$ cat config.mk
export PLATFORM = sky130hd
export DESIGN_NAME = int_arbiter
export DESIGN_NICKNAME = d
export VERILOG_FILES = /design/src/rtl/int_arbiter.sv
export SDC_FILE = /design/constraint.sdc
export NUM_CORES = 1
export LEC_CHECK = 0
export ABC_AREA = 1
export BUFFER_PORTS_ARGS = -buffer_cell sky130_fd_sc_hd__clkbuf_2
export CAP_MARGIN = 10
export CELL_PAD_IN_SITES_DETAIL_PLACEMENT = 2
export CELL_PAD_IN_SITES_GLOBAL_PLACEMENT = 2
export CORE_UTILIZATION = 27
export CTS_CLUSTER_SIZE = 40
export DETAILED_ROUTE_END_ITERATION = 8
export HOLD_SLACK_MARGIN = 0.02
export PLACE_DENSITY_LB_ADDON = 0.3
export REMOVE_ABC_BUFFERS = 1
export SYNTH_ARGS = -nofsm -noshare
export SYNTH_HDL_FRONTEND = slang
export SYNTH_SLANG_ARGS = --single-unit
$ cat constraint.sdc
create_clock -name clk -period 2.1 [get_ports clk]
set_input_delay 0.21 -clock clk [delete_from_list [all_inputs] [get_ports clk]]
set_output_delay 0.21 -clock clk [all_outputs]
set_load 0.005 [all_outputs]
$ cat src/rtl/int_arbiter.sv
// Interrupt arbiter: edge/level capture, enable mask, fixed-priority
// single-outstanding grant with IDLE/REQ/SERVICE handshake to the core.
module int_arbiter #(
    parameter int                 NUM_SRC   = 4,
    parameter int                 ID_W      = 2,
    parameter logic [NUM_SRC-1:0] EDGE_MODE = {NUM_SRC{1'b1}},
    parameter logic [NUM_SRC-1:0] MASK_RST  = {NUM_SRC{1'b1}}
) (
    input  logic               clk,
    input  logic               rst,
    input  logic [NUM_SRC-1:0] irq_src,
    input  logic               mask_wr,
    input  logic [NUM_SRC-1:0] mask_data,
    input  logic               irq_ack,
    input  logic               irq_eoi,
    output logic               interrupter,
    output logic [ID_W-1:0]    irq_id,
    output logic [NUM_SRC-1:0] pending,
    output logic               in_service
);

    localparam logic [1:0] S_IDLE    = 2'd0;
    localparam logic [1:0] S_REQ     = 2'd1;
    localparam logic [1:0] S_SERVICE = 2'd2;

    logic [1:0]         state;
    logic [NUM_SRC-1:0] mask;
    logic [NUM_SRC-1:0] armed;
    logic [NUM_SRC-1:0] elig;
    logic [NUM_SRC-1:0] set_edge;
    logic [NUM_SRC-1:0] ack_clr;
    logic [NUM_SRC-1:0] pending_nxt;
    logic [ID_W-1:0]    low_id;
    logic               ack_take;

    assign ack_take = (state == S_REQ) && irq_ack;
    assign elig     = pending & mask;
    // armed = channel sampled low since reset, so a source held high
    // through reset needs a fresh low-to-high transition
    assign set_edge = irq_src & armed;

    always_comb begin
        ack_clr = '0;
        for (int i = 0; i < NUM_SRC; i++) begin
            ack_clr[i] = ack_take && (irq_id == ID_W'(i));
        end
    end

    always_comb begin
        for (int i = 0; i < NUM_SRC; i++) begin
            if (EDGE_MODE[i]) begin
                pending_nxt[i] = set_edge[i] | (pending[i] & ~ack_clr[i]);
            end else begin
                pending_nxt[i] = irq_src[i];
            end
        end
    end

    always_comb begin
        low_id = '0;
        for (int i = NUM_SRC - 1; i >= 0; i--) begin
            if (elig[i]) begin
                low_id = ID_W'(i);
            end
        end
    end

    always_ff @(posedge clk) begin
        if (rst) begin
            state       <= S_IDLE;
            interrupter <= 1'b0;
            irq_id      <= '0;
            in_service  <= 1'b0;
            pending     <= '0;
            mask        <= MASK_RST;
            armed       <= '0;
        end else begin
            pending <= pending_nxt;
            armed   <= ~irq_src;
            if (mask_wr) begin
                mask <= mask_data;
            end
            unique case (1'b1)
                (state == S_IDLE): begin
                    if (|elig) begin
                        irq_id      <= low_id;
                        interrupter <= 1'b1;
                        state       <= S_REQ;
                    end
                end
                (state == S_REQ): begin
                    if (irq_ack) begin
                        interrupter <= 1'b0;
                        in_service  <= 1'b1;
                        state       <= S_SERVICE;
                    end
                end
                (state == S_SERVICE): begin
                    if (irq_eoi) begin
                        in_service <= 1'b0;
                        state      <= S_IDLE;
                    end
                end
                default: begin
                    interrupter <= 1'b0;
                    in_service  <= 1'b0;
                    state       <= S_IDLE;
                end
            endcase
        end
    end

endmodule

# == Word-level counts from Yosys, hierarchy flattened ==
# Cells that the tools add are included.
# classes
n_bitwise,17
n_mux,14
reduce_logical,12
n_eq_ne,8
# op_table
op,n
two-way mux 2 bit,7
AND reduction 3 bit,3
bitwise AND 4 bit,2
== test 2 bit (second input constant),3
NOT 1 bit,6
one-hot mux 1 bit (3 select lines),2
one-hot mux 2 bit (3 select lines),1
logical AND 1 bit,5
bitwise AND 1 bit,4
== test 2 x 1 -> 1 bit (second input constant),2
zero test 2 bit,2
two-way mux 1 bit,4
inequality test 2 bit (second input constant),2
NOT 4 bit,1
OR 1 bit,4
OR reduction 4 bit,1
inequality test 2 x 1 -> 1 bit (second input constant),1
AND reduction 2 bit,1
# totals
out_inout_bits,8
regBits,18
word_cells,58

# == Longest topological paths before layout ==
# Gate-level depths: netlist of the first run.
# depth
word_depth,6
mapped_depth,8
depth_no_buf,8

# == Worst setup path before layout of the first run ==
# No wires, ideal clock.
# synth_timing
path_kind,flip-flop to flip-flop
startpoint,register pending[1]
endpoint,register irq_id[0]
setup_time_ns,0.114
t_required_ns,1.986
path_slack_ns,1.186
arrival_time_ns,0.800
stages_incl_launch_ff,7
n_path_buf,0
period_less_slack_ns,0.914
path_cell_list,dfxtp_1 nand2_1 nand2_1 o21ai_2 nand2_1 nand2_1 nor2_1
# synth_between
elab_chain_len,3
word_cells_on_any_way,5
classes_between,mux (2); bitwise (1); reduce/logical (2)
# synth_lines
item,line_no,rtl
start: declaration,18,"output logic [NUM_SRC-1:0] pending,"
start signal: assignment,78,pending <= pending_nxt;
bitwise AND 4 bit (*),37,assign elig = pending & mask;
OR reduction 4 bit or two-way mux 2 bit (tied branches),"85, 62",
AND reduction 2 bit (no source line) or two-way mux 2 bit (tied branches),--,
end signal: assignment,86,irq_id <= low_id;
end: declaration,17,"output logic [ID_W-1:0] irq_id,"
# Every way passes the cells marked *; elsewhere a longest branch is shown, timed or not.
# A chain may end at the register's enable or synchronous reset.

# == Final worst setup path of the first run ==
# layout_timing
startpoint,register irq_id[1]
endpoint,output port irq_id[1]
# No word-level cell between the ends.

==> metrics.cfg, run 1 <==
[yosys]
synth-simple-area-share_pct = 28.4
syn-cell-area_um2 = 673
synth_edf_count = 0
avgSynthCellArea_um2 = 7.48
synthMuxAreaShare_pct = 0
synthTopCellsByArea = dfxtp_1 54%, nand2_1 18%, a21oi_1 7.4%
async_flop_share_pct = 0
yosysWarnings = 0
synth-seq-cells = 18
synth-main-ff-cell = dfxtp_1
synthTopCellsByCount = 33 x nand2_1, 18 x dfxtp_1, 10 x a21oi_1
syn_inst = 90
synth_xor_area_share_pct = 0
yosys.cell_count.top_type = nand2_1
synth-compound-area-share_pct = 13.6
yosysTopAreaCell = dfxtp_1
synth.top_cell.area_share_pct = 53.5
synth_cell_types = 13
synthAdderAreaFrac_pct = 0
synth_top_family_by_area = simple AND/OR/NAND/NOR gates
synth.yosys.seq_area_share_pct = 53.5

[cells_and_area]
syn_to_final_growth_pct = 22.9
fin_util_pct = 36.3
num_antenna_cells = 0
finalNetCount = 127
drive_above_1_share_pct = 24.1
fill_cells = 281

[worst_setup_path]
required_ns = 1.89
path_class = flop to primary output
worstSetupEndpointType = primary output
worst-path-stages = 1
crit_family = flip-flops
cpMaxStageDelayCell = dfxtp_1
max_stage_delay_ns = 0.43
rr_worst_depth = 4
worst-path-buf-inv = 1
r2r_setup_slack_ns = 1.05
reg2reg_to = irq_id[0]$_SDFFE_PP0P_
crit_fanout = 5
timing.rr.start = state[1]$_SDFFE_PP0P_
cp-start-kind = flop
crit_chain = clkbuf_2
crit_arrival_ns = 0.87

[sta]
fin_crit_sh_pct = 51.4
post-route-min-period_ns = 1.08
report.final.slew_viol_count = 0
setup_viol = 0
holdWs_ns = 0.0857
worst_pin_slew_ns = 0.303
rsz0062_at_grt = false
setup-tns-final_ns = 0
fmax_mhz = 927
skew_ns = 0.00389
hold_viol_final = 0
slew-limit-headroom_pct = 79.8

[pwr]
p_leak_nw = 0.406
vdd_ir_drop_max_mv = 0.327
power.total_uw = 654
p_per_area_mw_per_mm2 = 791

[detailed_routing]
drtAntennaViolNets = 0
drc = 0
viasPerCell = 4.61
drt_wl_total_mm = 1.66
drt_pre_antenna_iters = 3
initialDrtViolationCount = 3
wire_per_inst_um = 11.9
vias = 646

[grt]
grt_use_met3_pct = 3.80
grt-ovfl-total = 0
grt_pass1_vias = 634
met1_usage_pct = 16.4
grt_use_met2_pct = 23.5
antenna_found_initial = 0
busiest_layer = met2
grt_pass1_wl_mm = 2.68
track_usage_pct = 13.9
grt_start_max_net_pins = 15

[place]
gp_congestion = 0.697
numPortBuffers = 20
hpwlAfterDp_mm = 1.33

[clock_network]
path_clk_slew_ns = 0.10
clk-insertion-delay-late_ns = 0.28
root_buffer = clkbuf_4
cts_made_buffers = 3
cts_tree = built
post_cts_buffers = 0
cts_buffer_depth = 2
htree_levels = 1
clock_sinks = 18
cts_hold_buf = 0
cts_resized = 0

[die]
dieArea_mm2 = 0.00270
rows = 17
chipHeight_um = 51.9
die_w_um = 51.9
io_pins = 21
core_area_mm2 = 0.00228
initial_core_util_pct = 29.6

[outcome]
status = finished, final reports clean

[min_path]
hold_depth = 2
hold_start = irq_src[1]
worst_hold_path.endpoint = armed[1]$_SDFF_PP0_
hp-class = primary input to flop

[run]
drv.max_cap_violation_count = 0

==> layer usage <==
| layer | share of wire, % | vias up | wire (um) |
|---|---|---|---|
| met1 | 47 | 297 | 777 |
| li1 | - | 330 | - |
| met4 | 1.6 | 0 | 27 |
| met2 | 48 | 15 | 796 |
| met3 | 3.7 | 4 | 62 |
| met5 | 0 | - | 0 |
==> where the power goes <==
group	internal, mW	total (mW)	switching [mW]	leakage [nW]
clock network	0.0666	0.165	0.0981	0.0138
logic	0.0427	0.104	0.0614	0.243
registers	0.367	0.385	0.0184	0.149
==> cell type report <==
class | instances | area (um^2) | share of cell area, %
repair buffers | 20 | 100 | 12.1
multi-input cells | 64 | 283 | 34.2
inverters | 7 | 26.3 | 3.18
flip-flops and latches | 18 | 360 | 43.6
well taps | 28 | 35.0 | 4.24
clock buffers | 3 | 22.5 | 2.72
==> kinds of logic (layout without fill, tap and decap cells) <==
family	Yosys count	count (layout)
AO/OA/AOI/OAI	17	17
AND/OR/NAND/NOR	47	47
flip-flops	18	18
buffers and inverters	8	30
==> per-stage QoR <==
step,cells,worst slack (ns),area [um^2]
floorplan,89,1.19,669
global placement,137,1.07,805
detailed placement,137,1.04,805
CTS,140,1.00,827
global route,140,0.897,827
finish,140,1.02,827
==> state kept, by name, summed over array words and instances, names as in the netlist <==
name         flops
pending          4
irq_id           2
in_service       1
interrupter      1
armed            4
state            2
mask             4
==> worst max-delay path by stage <==
stage | slack (ns) | end | startpoint
floorplan | 1.19 | irq_id[0]$_SDFFE_PP0P_ | pending[1]$_SDFF_PP0_
global placement | 1.07 | irq_id[0]$_SDFFE_PP0P_ | pending[1]$_SDFF_PP0_
detailed placement | 1.04 | irq_id[0]$_SDFFE_PP0P_ | state[1]$_SDFFE_PP0P_
CTS | 1.00 | irq_id[1] | irq_id[1]$_SDFFE_PP0P_
global route | 0.90 | pending[1]$_SDFF_PP0_ | state[0]$_SDFFE_PP0P_
finish | 1.02 | irq_id[1] | irq_id[1]$_SDFFE_PP0P_
==> placed cells by master (no fill, tap or decap), drive strengths merged <==
master	count
nor2	8
nand3b	1
clkbuf	23
inv	7
a21oi	10
nand3	5
o21ai	6
nand2	33
dfxtp	18
a211oi	1
(Power assumes the default switching activity.)
==> run 2, diff against run 1 <==
--- a/config.mk
+++ b/config.mk
@@ -10,7 +10,7 @@
 export CAP_MARGIN = 10
 export CELL_PAD_IN_SITES_DETAIL_PLACEMENT = 2
 export CELL_PAD_IN_SITES_GLOBAL_PLACEMENT = 2
-export CORE_UTILIZATION = 27
+export CORE_UTILIZATION = 25
 export CTS_CLUSTER_SIZE = 40
 export DETAILED_ROUTE_END_ITERATION = 8
 export HOLD_SLACK_MARGIN = 0.02
==> constraint.sdc (replaced) <==
create_clock -name clk -period 1 [get_ports clk]
set_input_delay 0.1 -clock clk [delete_from_list [all_inputs] [get_ports clk]]
set_output_delay 0.1 -clock clk [all_outputs]
set_load 0.005 [all_outputs]
==> run 2 against run 1 <==
  * The run now ends with negative setup slack left
  * Register-to-register slack lost 1.1 ns
  * Largest cell class unchanged
  * Utilization grew 6.0 points
  * Critical path depth grew 5
  * Worst setup slack lost 1.1 ns
  * Non-clock buffer count grew 14
  * Clock skew grew 0.0020 ns
==> metrics.cfg, run 2 (synthesis gave the netlist of run 1 again) <==
[outcome]
status = complete, but fails checks
violations = negative setup slack

[place]
dpl_cell_area_um2 = 845
numPortBuffers = 20
hpwlAfterDp_mm = 1.42
gp_congestion = 0.692

[worst_setup_path]
cp-start-kind = flop
cpMaxStageDelayCell = dfxtp_4
max_stage_delay_ns = 0.39
crit_fanout = 2
crit_chain = inv_4 > buf_6 > nand3b_1 > nand2_1 > o21ai_1 > a21oi_1
crit_family = flip-flops
required_ns = 1.20
worst-path-buf-inv = 2
crit_arrival_ns = 1.25
worstSetupEndpointType = flop
path_class = flop to flop

[die]
die_w_um = 53.9
initial_core_util_pct = 26.9
core_area_mm2 = 0.00250
rows = 18
dieArea_mm2 = 0.00290
chipHeight_um = 53.9
io_pins = 21

[detailed_routing]
vias = 731
highest_layer = met4
wire_per_inst_um = 13.7
initialDrtViolationCount = 5
wl_met1_um = 932
dr_wl_met3_um = 113
drt_pre_antenna_iters = 2
viasPerCell = 4.66
drtAntennaViolNets = 0
drt_wl_total_mm = 2.15
drc = 0
route.met2.wl_mm = 1.06

[sta]
report.final.slew_viol_count = 0
holdWs_ns = 0.0191
slew-limit-headroom_pct = 88.2
setup_viol = 3
hold_viol_final = 0
rsz0062_at_grt = true
worst_slack_ns = -0.0457
skew_ns = 0.00591
worst_pin_slew_ns = 0.176
post-route-min-period_ns = 1.05
fin_crit_sh_pct = 105
fmax_mhz = 956
setup-tns-final_ns = -0.0580

[clock_network]
htree_levels = 1
cts_made_buffers = 3
cts_buffer_depth = 2
cts_tree = built
clock_sinks = 18
root_buffer = clkbuf_4
clk-insertion-delay-late_ns = 0.31
path_clk_slew_ns = 0.11

[min_path]
hp-class = primary input to flop

[grt]
grt_start_max_net_pins = 11
grt_pass1_wl_mm = 3.33
track_usage_pct = 17.1
grt-ovfl-total = 0
grt_pass1_vias = 758
antenna_found_initial = 0

[cells_and_area]
reg.largest.list = armed (4), mask (4), pending (4)
syn_to_final_growth_pct = 57.1
most-common-layout-cells = 25 x nand2_1, 19 x clkbuf_2, 9 x a21oi_1, 9 x dfxtp_2, 8 x dfxtp_1
drive_above_1_share_pct = 44.9
finalInstanceArea_mm2 = 0.00106
fin_util_pct = 42.3
num_antenna_cells = 0
finalNetCount = 141
layout_commonest_cell = nand2_1

[pwr]
p_leak_nw = 0.492
vdd_ir_drop_max_mv = 0.709
p_per_area_mw_per_mm2 = 1540

[run]
drv.max_cap_violation_count = 0

-- run 2: cell count changes in the layout (fill, tap and decap cells not counted), sizes merged --
cell	change
dlygate4sd3	+7
buf	+8
-- run 2: power breakdown --
part	total [mW]	internal, mW	leakage, nW	switching (mW)
Combinational	0.324	0.157	0.320	0.167
Sequential	0.825	0.776	0.151	0.0495
Clock	0.477	0.223	0.0210	0.254
-- run 2: path summary, 6_finish.rpt --
check,from,endpoint,slack [ns],depth (start not counted)
max reg2reg,state[0]$_SDFFE_PP0P_,in_service$_SDFFE_PP0P_,-0.05,6
min,mask_data[2],mask[2]$_SDFFE_PP1P_,0.02,3
min reg2reg,armed[3]$_SDFF_PP0_,pending[3]$_SDFF_PP0_,0.45,2
max,state[0]$_SDFFE_PP0P_,in_service$_SDFFE_PP0P_,-0.05,6
-- run 2: per-layer routing --
layer,track usage (%),up-vias
met4,7.89,0
li1,-,360
met1,19.4,350
met2,28.2,17
met5,0,-
met3,6.21,4
-- run 2: stage by stage --
step	setup slack [ns]	power (mW)	std cells
detailed placement	-0.0550	1.07	144
global route	-0.103	1.71	157
global placement	-0.0362	1.06	144
floorplan	0.0862	0.946	89
finish	-0.0457	1.63	157
CTS	-0.0119	1.59	155
-- run 2: layout make-up --
class	count	area (um^2)
clock buffers	4	36.3
fillers	287	1440
inverters	7	28.8
multi-input cells	64	339
flip-flops and latches	18	375
well taps	30	37.5
repair buffers	34	240
-- run 2: worst register-to-register path: stages, from the launching register on --
cell and delay [ns]:
dfxtp_4 0.39, inv_4 0.04, buf_6 0.11, nand3b_1 0.11, nand2_1 0.06, o21ai_1 0.13, a21oi_1 0.08
-- run 2: timing repair --
item                                    4_1_cts  5_1_grt
setup buffers                                 1        1
hold buffers                                  6        1
hold endpoints to repair                      8        1
gates resized for setup                      14       18
endpoints found under the setup margin        8       11
pin swaps                                     2       10
